$ cat src/rtl/decode_stage.sv
// rtl/decode_stage.sv - RV32I decode stage with two-entry skid buffer between fetch queue and dispatch
module decode_stage #(
    parameter logic SKID_EN   = 1'b1,
    parameter logic CSR_LEGAL = 1'b0
) (
    input  logic        clk,
    input  logic        rst_n,
    input  logic        flush,
    input  logic        in_valid,
    output logic        in_ready,
    input  logic [31:0] in_inst,
    input  logic [31:0] in_pc,
    output logic        out_valid,
    input  logic        out_ready,
    output logic [31:0] out_pc,
    output logic [31:0] out_inst,
    output logic [6:0]  out_opcode,
    output logic [2:0]  out_funct3,
    output logic [4:0]  out_rd,
    output logic [4:0]  out_rs1,
    output logic [4:0]  out_rs2,
    output logic [31:0] out_imm,
    output logic [2:0]  out_alu_op,
    output logic        out_is_cmp,
    output logic        out_uses_rs1,
    output logic        out_uses_rs2,
    output logic        out_writes_rd,
    output logic        out_illegal
);

    // rv32i_opcode encodings
    localparam logic [6:0] OP_LUI   = 7'b0110111;
    localparam logic [6:0] OP_AUIPC = 7'b0010111;
    localparam logic [6:0] OP_JAL   = 7'b1101111;
    localparam logic [6:0] OP_JALR  = 7'b1100111;
    localparam logic [6:0] OP_BR    = 7'b1100011;
    localparam logic [6:0] OP_LOAD  = 7'b0000011;
    localparam logic [6:0] OP_STORE = 7'b0100011;
    localparam logic [6:0] OP_IMM   = 7'b0010011;
    localparam logic [6:0] OP_REG   = 7'b0110011;
    localparam logic [6:0] OP_CSR   = 7'b1110011;

    // arith_funct3_t encodings
    localparam logic [2:0] F3_ADD  = 3'b000;
    localparam logic [2:0] F3_SLL  = 3'b001;
    localparam logic [2:0] F3_SLT  = 3'b010;
    localparam logic [2:0] F3_SLTU = 3'b011;
    localparam logic [2:0] F3_XOR  = 3'b100;
    localparam logic [2:0] F3_SR   = 3'b101;
    localparam logic [2:0] F3_OR   = 3'b110;
    localparam logic [2:0] F3_AND  = 3'b111;

    // alu_ops encodings
    localparam logic [2:0] ALU_ADD = 3'b000;
    localparam logic [2:0] ALU_SLL = 3'b001;
    localparam logic [2:0] ALU_SRA = 3'b010;
    localparam logic [2:0] ALU_SUB = 3'b011;
    localparam logic [2:0] ALU_XOR = 3'b100;
    localparam logic [2:0] ALU_SRL = 3'b101;
    localparam logic [2:0] ALU_OR  = 3'b110;
    localparam logic [2:0] ALU_AND = 3'b111;

    localparam logic [6:0] F7_BASE = 7'b0000000;
    localparam logic [6:0] F7_ALT  = 7'b0100000;

    typedef struct packed {
        logic [31:0] pc;
        logic [31:0] inst;
        logic [31:0] imm;
        logic [4:0]  rd;
        logic [4:0]  rs1;
        logic [4:0]  rs2;
        logic [2:0]  alu_op;
        logic        is_cmp;
        logic        uses_rs1;
        logic        uses_rs2;
        logic        writes_rd;
        logic        illegal;
    } entry_t;

    entry_t dec;
    entry_t out_q;
    entry_t skid_q;
    logic   out_v;
    logic   skid_v;
    logic   rdy_q;
    logic   skid_v_next;
    logic   accept;
    logic   consume;

    logic [6:0]  op;
    logic [2:0]  f3;
    logic [6:0]  f7;
    logic [31:0] imm_i;
    logic [31:0] imm_s;
    logic [31:0] imm_b;
    logic [31:0] imm_u;
    logic [31:0] imm_j;
    logic        use1;
    logic        use2;
    logic        wr;
    logic        bad;
    logic [2:0]  alu;
    logic        cmp;

    assign op    = in_inst[6:0];
    assign f3    = in_inst[14:12];
    assign f7    = in_inst[31:25];
    assign imm_i = {{20{in_inst[31]}}, in_inst[31:20]};
    assign imm_s = {{20{in_inst[31]}}, in_inst[31:25], in_inst[11:7]};
    assign imm_b = {{19{in_inst[31]}}, in_inst[31], in_inst[7], in_inst[30:25], in_inst[11:8], 1'b0};
    assign imm_u = {in_inst[31:12], 12'b0};
    assign imm_j = {{11{in_inst[31]}}, in_inst[31], in_inst[19:12], in_inst[20], in_inst[30:21], 1'b0};

    // Combinational decode of the presented instruction; illegal encodings clear every use flag and ALU info
    always_comb begin
        use1    = 1'b0;
        use2    = 1'b0;
        wr      = 1'b0;
        bad     = 1'b0;
        alu     = ALU_ADD;
        cmp     = 1'b0;
        dec.imm = 32'b0;
        case (op)
            OP_LUI, OP_AUIPC: begin
                wr      = 1'b1;
                dec.imm = imm_u;
            end
            OP_JAL: begin
                wr      = 1'b1;
                dec.imm = imm_j;
            end
            OP_JALR: begin
                use1    = 1'b1;
                wr      = 1'b1;
                dec.imm = imm_i;
            end
            OP_BR: begin
                use1    = 1'b1;
                use2    = 1'b1;
                dec.imm = imm_b;
                bad     = (f3 == 3'b010) || (f3 == 3'b011);
            end
            OP_LOAD: begin
                use1    = 1'b1;
                wr      = 1'b1;
                dec.imm = imm_i;
                bad     = (f3 == 3'b011) || (f3 == 3'b110) || (f3 == 3'b111);
            end
            OP_STORE: begin
                use1    = 1'b1;
                use2    = 1'b1;
                dec.imm = imm_s;
                bad     = (f3 > 3'b010);
            end
            OP_IMM: begin
                use1    = 1'b1;
                wr      = 1'b1;
                dec.imm = imm_i;
                bad     = ((f3 == F3_SLL) && (f7 != F7_BASE)) ||
                          ((f3 == F3_SR) && (f7 != F7_BASE) && (f7 != F7_ALT));
            end
            OP_REG: begin
                use1    = 1'b1;
                use2    = 1'b1;
                wr      = 1'b1;
                bad     = !((f7 == F7_BASE) ||
                            ((f7 == F7_ALT) && ((f3 == F3_ADD) || (f3 == F3_SR))));
            end
            OP_CSR: begin
                wr      = CSR_LEGAL;
                dec.imm = imm_i;
                bad     = ~CSR_LEGAL;
            end
            default: bad = 1'b1;
        endcase

        if ((op == OP_IMM) || (op == OP_REG)) begin
            case (f3)
                F3_ADD:  alu = ((op == OP_REG) && in_inst[30]) ? ALU_SUB : ALU_ADD;
                F3_SLL:  alu = ALU_SLL;
                F3_SLT,
                F3_SLTU: cmp = 1'b1;
                F3_XOR:  alu = ALU_XOR;
                F3_SR:   alu = in_inst[30] ? ALU_SRA : ALU_SRL;
                F3_OR:   alu = ALU_OR;
                F3_AND:  alu = ALU_AND;
                default: alu = ALU_ADD;
            endcase
        end

        if (bad) begin
            use1 = 1'b0;
            use2 = 1'b0;
            wr   = 1'b0;
            alu  = ALU_ADD;
            cmp  = 1'b0;
        end
        wr = wr && (in_inst[11:7] != 5'd0);

        dec.pc        = in_pc;
        dec.inst      = in_inst;
        dec.rd        = wr ? in_inst[11:7] : 5'd0;
        dec.rs1       = use1 ? in_inst[19:15] : 5'd0;
        dec.rs2       = use2 ? in_inst[24:20] : 5'd0;
        dec.alu_op    = alu;
        dec.is_cmp    = cmp;
        dec.uses_rs1  = use1;
        dec.uses_rs2  = use2;
        dec.writes_rd = wr;
        dec.illegal   = bad;
    end

    assign in_ready = SKID_EN ? rdy_q : (~out_v | out_ready);
    assign accept   = in_valid & in_ready;
    assign consume  = out_v & out_ready;

    // Next SKID occupancy, which also sets the registered in_ready
    always_comb begin
        skid_v_next = skid_v;
        if (flush) begin
            skid_v_next = 1'b0;
        end else if (!out_v || consume) begin
            skid_v_next = skid_v & accept;
        end else if (accept) begin
            skid_v_next = 1'b1;
        end
    end

    // Entry routing: refill OUT from SKID first, then from the input, so order is preserved
    always_ff @(posedge clk or negedge rst_n) begin
        if (!rst_n) begin
            out_v  <= 1'b0;
            skid_v <= 1'b0;
            rdy_q  <= 1'b1;
            out_q  <= '0;
            skid_q <= '0;
        end else if (flush) begin
            out_v  <= 1'b0;
            skid_v <= 1'b0;
            rdy_q  <= 1'b1;
        end else begin
            if (!out_v || consume) begin
                if (skid_v) begin
                    out_q <= skid_q;
                    out_v <= 1'b1;
                    if (accept) begin
                        skid_q <= dec;
                    end
                end else begin
                    out_v <= accept;
                    if (accept) begin
                        out_q <= dec;
                    end
                end
            end else if (accept) begin
                skid_q <= dec;
            end
            skid_v <= skid_v_next;
            rdy_q  <= ~skid_v_next;
        end
    end

    assign out_valid     = out_v;
    assign out_pc        = out_q.pc;
    assign out_inst      = out_q.inst;
    assign out_opcode    = out_q.inst[6:0];
    assign out_funct3    = out_q.inst[14:12];
    assign out_rd        = out_q.rd;
    assign out_rs1       = out_q.rs1;
    assign out_rs2       = out_q.rs2;
    assign out_imm       = out_q.imm;
    assign out_alu_op    = out_q.alu_op;
    assign out_is_cmp    = out_q.is_cmp;
    assign out_uses_rs1  = out_q.uses_rs1;
    assign out_uses_rs2  = out_q.uses_rs2;
    assign out_writes_rd = out_q.writes_rd;
    assign out_illegal   = out_q.illegal;

endmodule

$ cat config.mk
export PLATFORM = sky130hd
export DESIGN_NAME = decode_stage
export DESIGN_NICKNAME = d
export VERILOG_FILES = /design/src/rtl/decode_stage.sv
export SDC_FILE = /design/constraint.sdc
export NUM_CORES = 1
export LEC_CHECK = 0
export ABC_AREA = 1
export BUFFER_PORTS_ARGS = -buffer_cell sky130_fd_sc_hd__buf_2
export CAP_MARGIN = 20
export CORE_MARGIN = 4
export CORE_UTILIZATION = 57
export DETAILED_ROUTE_END_ITERATION = 12
export PLACE_DENSITY_LB_ADDON = 0.05
export SLEW_MARGIN = 20
export SYNTH_ARGS = -nofsm -noshare
export SYNTH_HDL_FRONTEND = slang
export SYNTH_SLANG_ARGS = --single-unit
export TNS_END_PERCENT = 5
$ cat constraint.sdc
create_clock -name clk -period 2.9 [get_ports clk]
set_input_delay 0.58 -clock clk [delete_from_list [all_inputs] [get_ports clk]]
set_output_delay 0.58 -clock clk [all_outputs]
set_load 0.1 [all_outputs]
==> metrics <==
status=completed; gr usage total=26.0%; Max Root-Sink Buffers=3; slowest CP cell=dfstp_2; global-route wire length before repair=46100 um; final wirelength=28200 um; Die X=146 um; die extent in y=146 um; startpoint types=flop; Post-Route Setup TNS=0 ps; RSZ-0062 raised after global routing=false; grt total ovfl=0; leading register cell type out of synthesis=dfrtp_1; Yosys top cell area share=55.6%; most common cell in the netlist=nand2_1; highest clock rate=488 MHz; Leak=6.77 nW; Max Cap Violations=0; I/O Buffers=199; # clock sinks=241; Yosys warning count=0; Core Footprint=18600 sq um; pin count of the biggest net entering global routing=137; GPL Wtd Cong=0.930; # DRC=0; area of the multi-input gates=4170 sq um; final count of pins violating max slew=0; register area=6040 sq um; first-iteration detailed-routing DRC count=755; vias per inst=5.43; number of cell rows=50; Tmin final=2050 ps; fin nets=1551; routed via count=9402; Async SR Flop Fraction=100%; antenna viol nets, final=0; cell count after synthesis=1327; Setup Buffers After CTS=0; leading post-synthesis cells by cell area=dfrtp_1 56%, nand2_1 18%, nor2_1 5.0%; Fin Hold WS=52.6 ps; initial core utilization=57.9%; Worst VDD drop=0.588 mV; ratio of cells with drive above 1 in the final layout=18.1%; Post-synth EDFFs=0; CP top delay family=flip-flops; Layout area overhead=18.1%; largest fanout on the critical path=3; r2r startpoint=out_valid; r2r endpoint=skid_q[17]; Worst Reg-to-Reg Cells=8; num ports=200; routed len/inst=16.3 um; CTS root buf=clkbuf_16; Seq/Total Area, Yosys=55.9%; Inserted Diodes=0; CTS H-tree depth=1; # hold bufs at CTS=0; Worst Setup End Kind=output pin; Fillers=1600; Bufs and invs on worst path=1; post-synth top area cell=dfrtp_1; setup violators final=0; Synth cell types=35; Tightest Hold Check Type=input pin to asynchronous set/reset pin; DRT Pass-1 Iters=5; max incr delay on CP=540 ps; period utilization=70.7%; r2r setup slk=910 ps; Tightest Pin Transition=668 ps; Setup CP Type=flop to output pin; Pwr Density=854 nW/um^2; clock skew=9.44 ps; crit path DAT=1470 ps; crit path cell chain=buf_2; Worst EP required=2320 ps; Slew Limit Headroom=55.5%; CTS clk-pin slew, worst paths=60 ps; cts bufs inserted=26; Mapped Area=10800 sq um; vias in the first global route=8959; register bit count reported by yosys=241; Detailed Place HPWL=18100 um; Final Hold Viols=0; CTS tree=built; Post-CTS Resized=0; die area=21200 sq um; Syn Nets=1396; syn_area_per_cell=8.14 sq um; synth cell count leaders=505 x nand2_1, 240 x dfrtp_1, 145 x nor2_1, 83 x o21ai_0, 54 x inv_1; Clock Latency Late Sink=510 ps; initial antenna violation count=1; Levels on crit path=1
-- per-stage QoR --
stage / utilization, % / setup WS (ps) / cell area [sq um] / cells / total power [W]
4_1_cts: 68.4 / 830 / 12800 / 1733 / 0.0110
2_1_floorplan: - / 732 / 10800 / 1327 / 0.00713
3_5_place_dp: 64.1 / 616 / 11900 / 1688 / 0.00782
5_1_grt: 68.4 / 665 / 12800 / 1733 / 0.0114
6_report: 68.4 / 850 / 12800 / 1733 / 0.0109
3_3_place_gp: 64.1 / 697 / 11900 / 1688 / 0.00778
-- metal layers --
metal / share of wire [%] / wire (um) / track usage [%] / vias to the layer above
met3: 6.9 / 1940 / 4.58 / 51
met1: 47 / 13100 / 39.0 / 4468
met4: 2.2 / 629 / 6.89 / 2
li1: - / - / - / 4577
met2: 44 / 12500 / 39.8 / 304
met5: 0.046 / 13 / 0 / -
-- cell type report --
class                      instances  area share [%]
clock buffer                      42            6.13
clock inverter                     3           0.167
inverter                          59            1.76
multi-input combinational        941            32.7
sequential                       241            47.3
tap                              234            2.30
timing repair buffer             213            9.60
-- logic make-up (layout without fill, tap and decap cells) --
| logic type | Yosys count | count (layout) | share of synthesized area, % |
|---|---|---|---|
| AO/OA/AOI/OAI | 232 | 232 | 12.6 |
| flip-flops | 241 | 241 | 55.9 |
| AND/OR/NAND/NOR | 709 | 709 | 25.9 |
| buffers and inverters | 145 | 317 | 5.62 |
-- cell usage in the layout, fill, tap and decap left out, types with 2 or more instances in the layout --
cell type,synthesis,layout
a21boi_0,3,3
a21oi_1,48,48
a22oi_1,2,2
a31oi_1,49,49
buf_12,0,9
buf_2,17,198
buf_4,11,5
clkbuf_1,53,10
clkbuf_16,0,27
clkbuf_8,0,5
clkinv_2,0,4
dfrtp_1,240,239
inv_1,54,54
inv_2,5,3
nand2_1,505,505
nand2_2,3,3
nand3_1,25,24
nand3_4,1,2
nand4_1,4,4
nor2_1,145,145
nor2_2,3,3
nor2_4,3,3
nor3_1,16,16
o211ai_1,10,10
o21a_1,5,5
o21ai_0,83,83
o21ai_1,2,2
o21ai_4,2,2
o22ai_1,7,7
o31ai_1,18,18
-- worst max path at each step --
stage	start	endpoint	slack [ps]
floorplan	out_valid	skid_q[22]	730
global placement	in_inst[1]	out_rd[0]	700
detailed placement	out_ready	skid_q[11]	620
CTS	in_ready	in_ready	830
global route	out_valid	skid_q[17]	660
finish	in_ready	in_ready	850
-- registers in the layout (all words and copies together), names as in the netlist --
register / flops
skid_q: 119
out_imm: 32
out_inst: 32
out_pc: 32
out_rd: 5
out_rs1: 5
out_rs2: 5
out_alu_op: 3
in_ready: 1
out_illegal: 1
out_is_cmp: 1
out_uses_rs1: 1
out_uses_rs2: 1
out_valid: 1
out_writes_rd: 1
skid_v: 1
-- where the power goes --
| part | switching [W] | internal [W] |
|---|---|---|
| Clock | 0.00130 | 0.00183 |
| Combinational | 0.00289 | 0.000586 |
| Sequential | 0.000317 | 0.00397 |
Power figures use the tool's default switching activity.
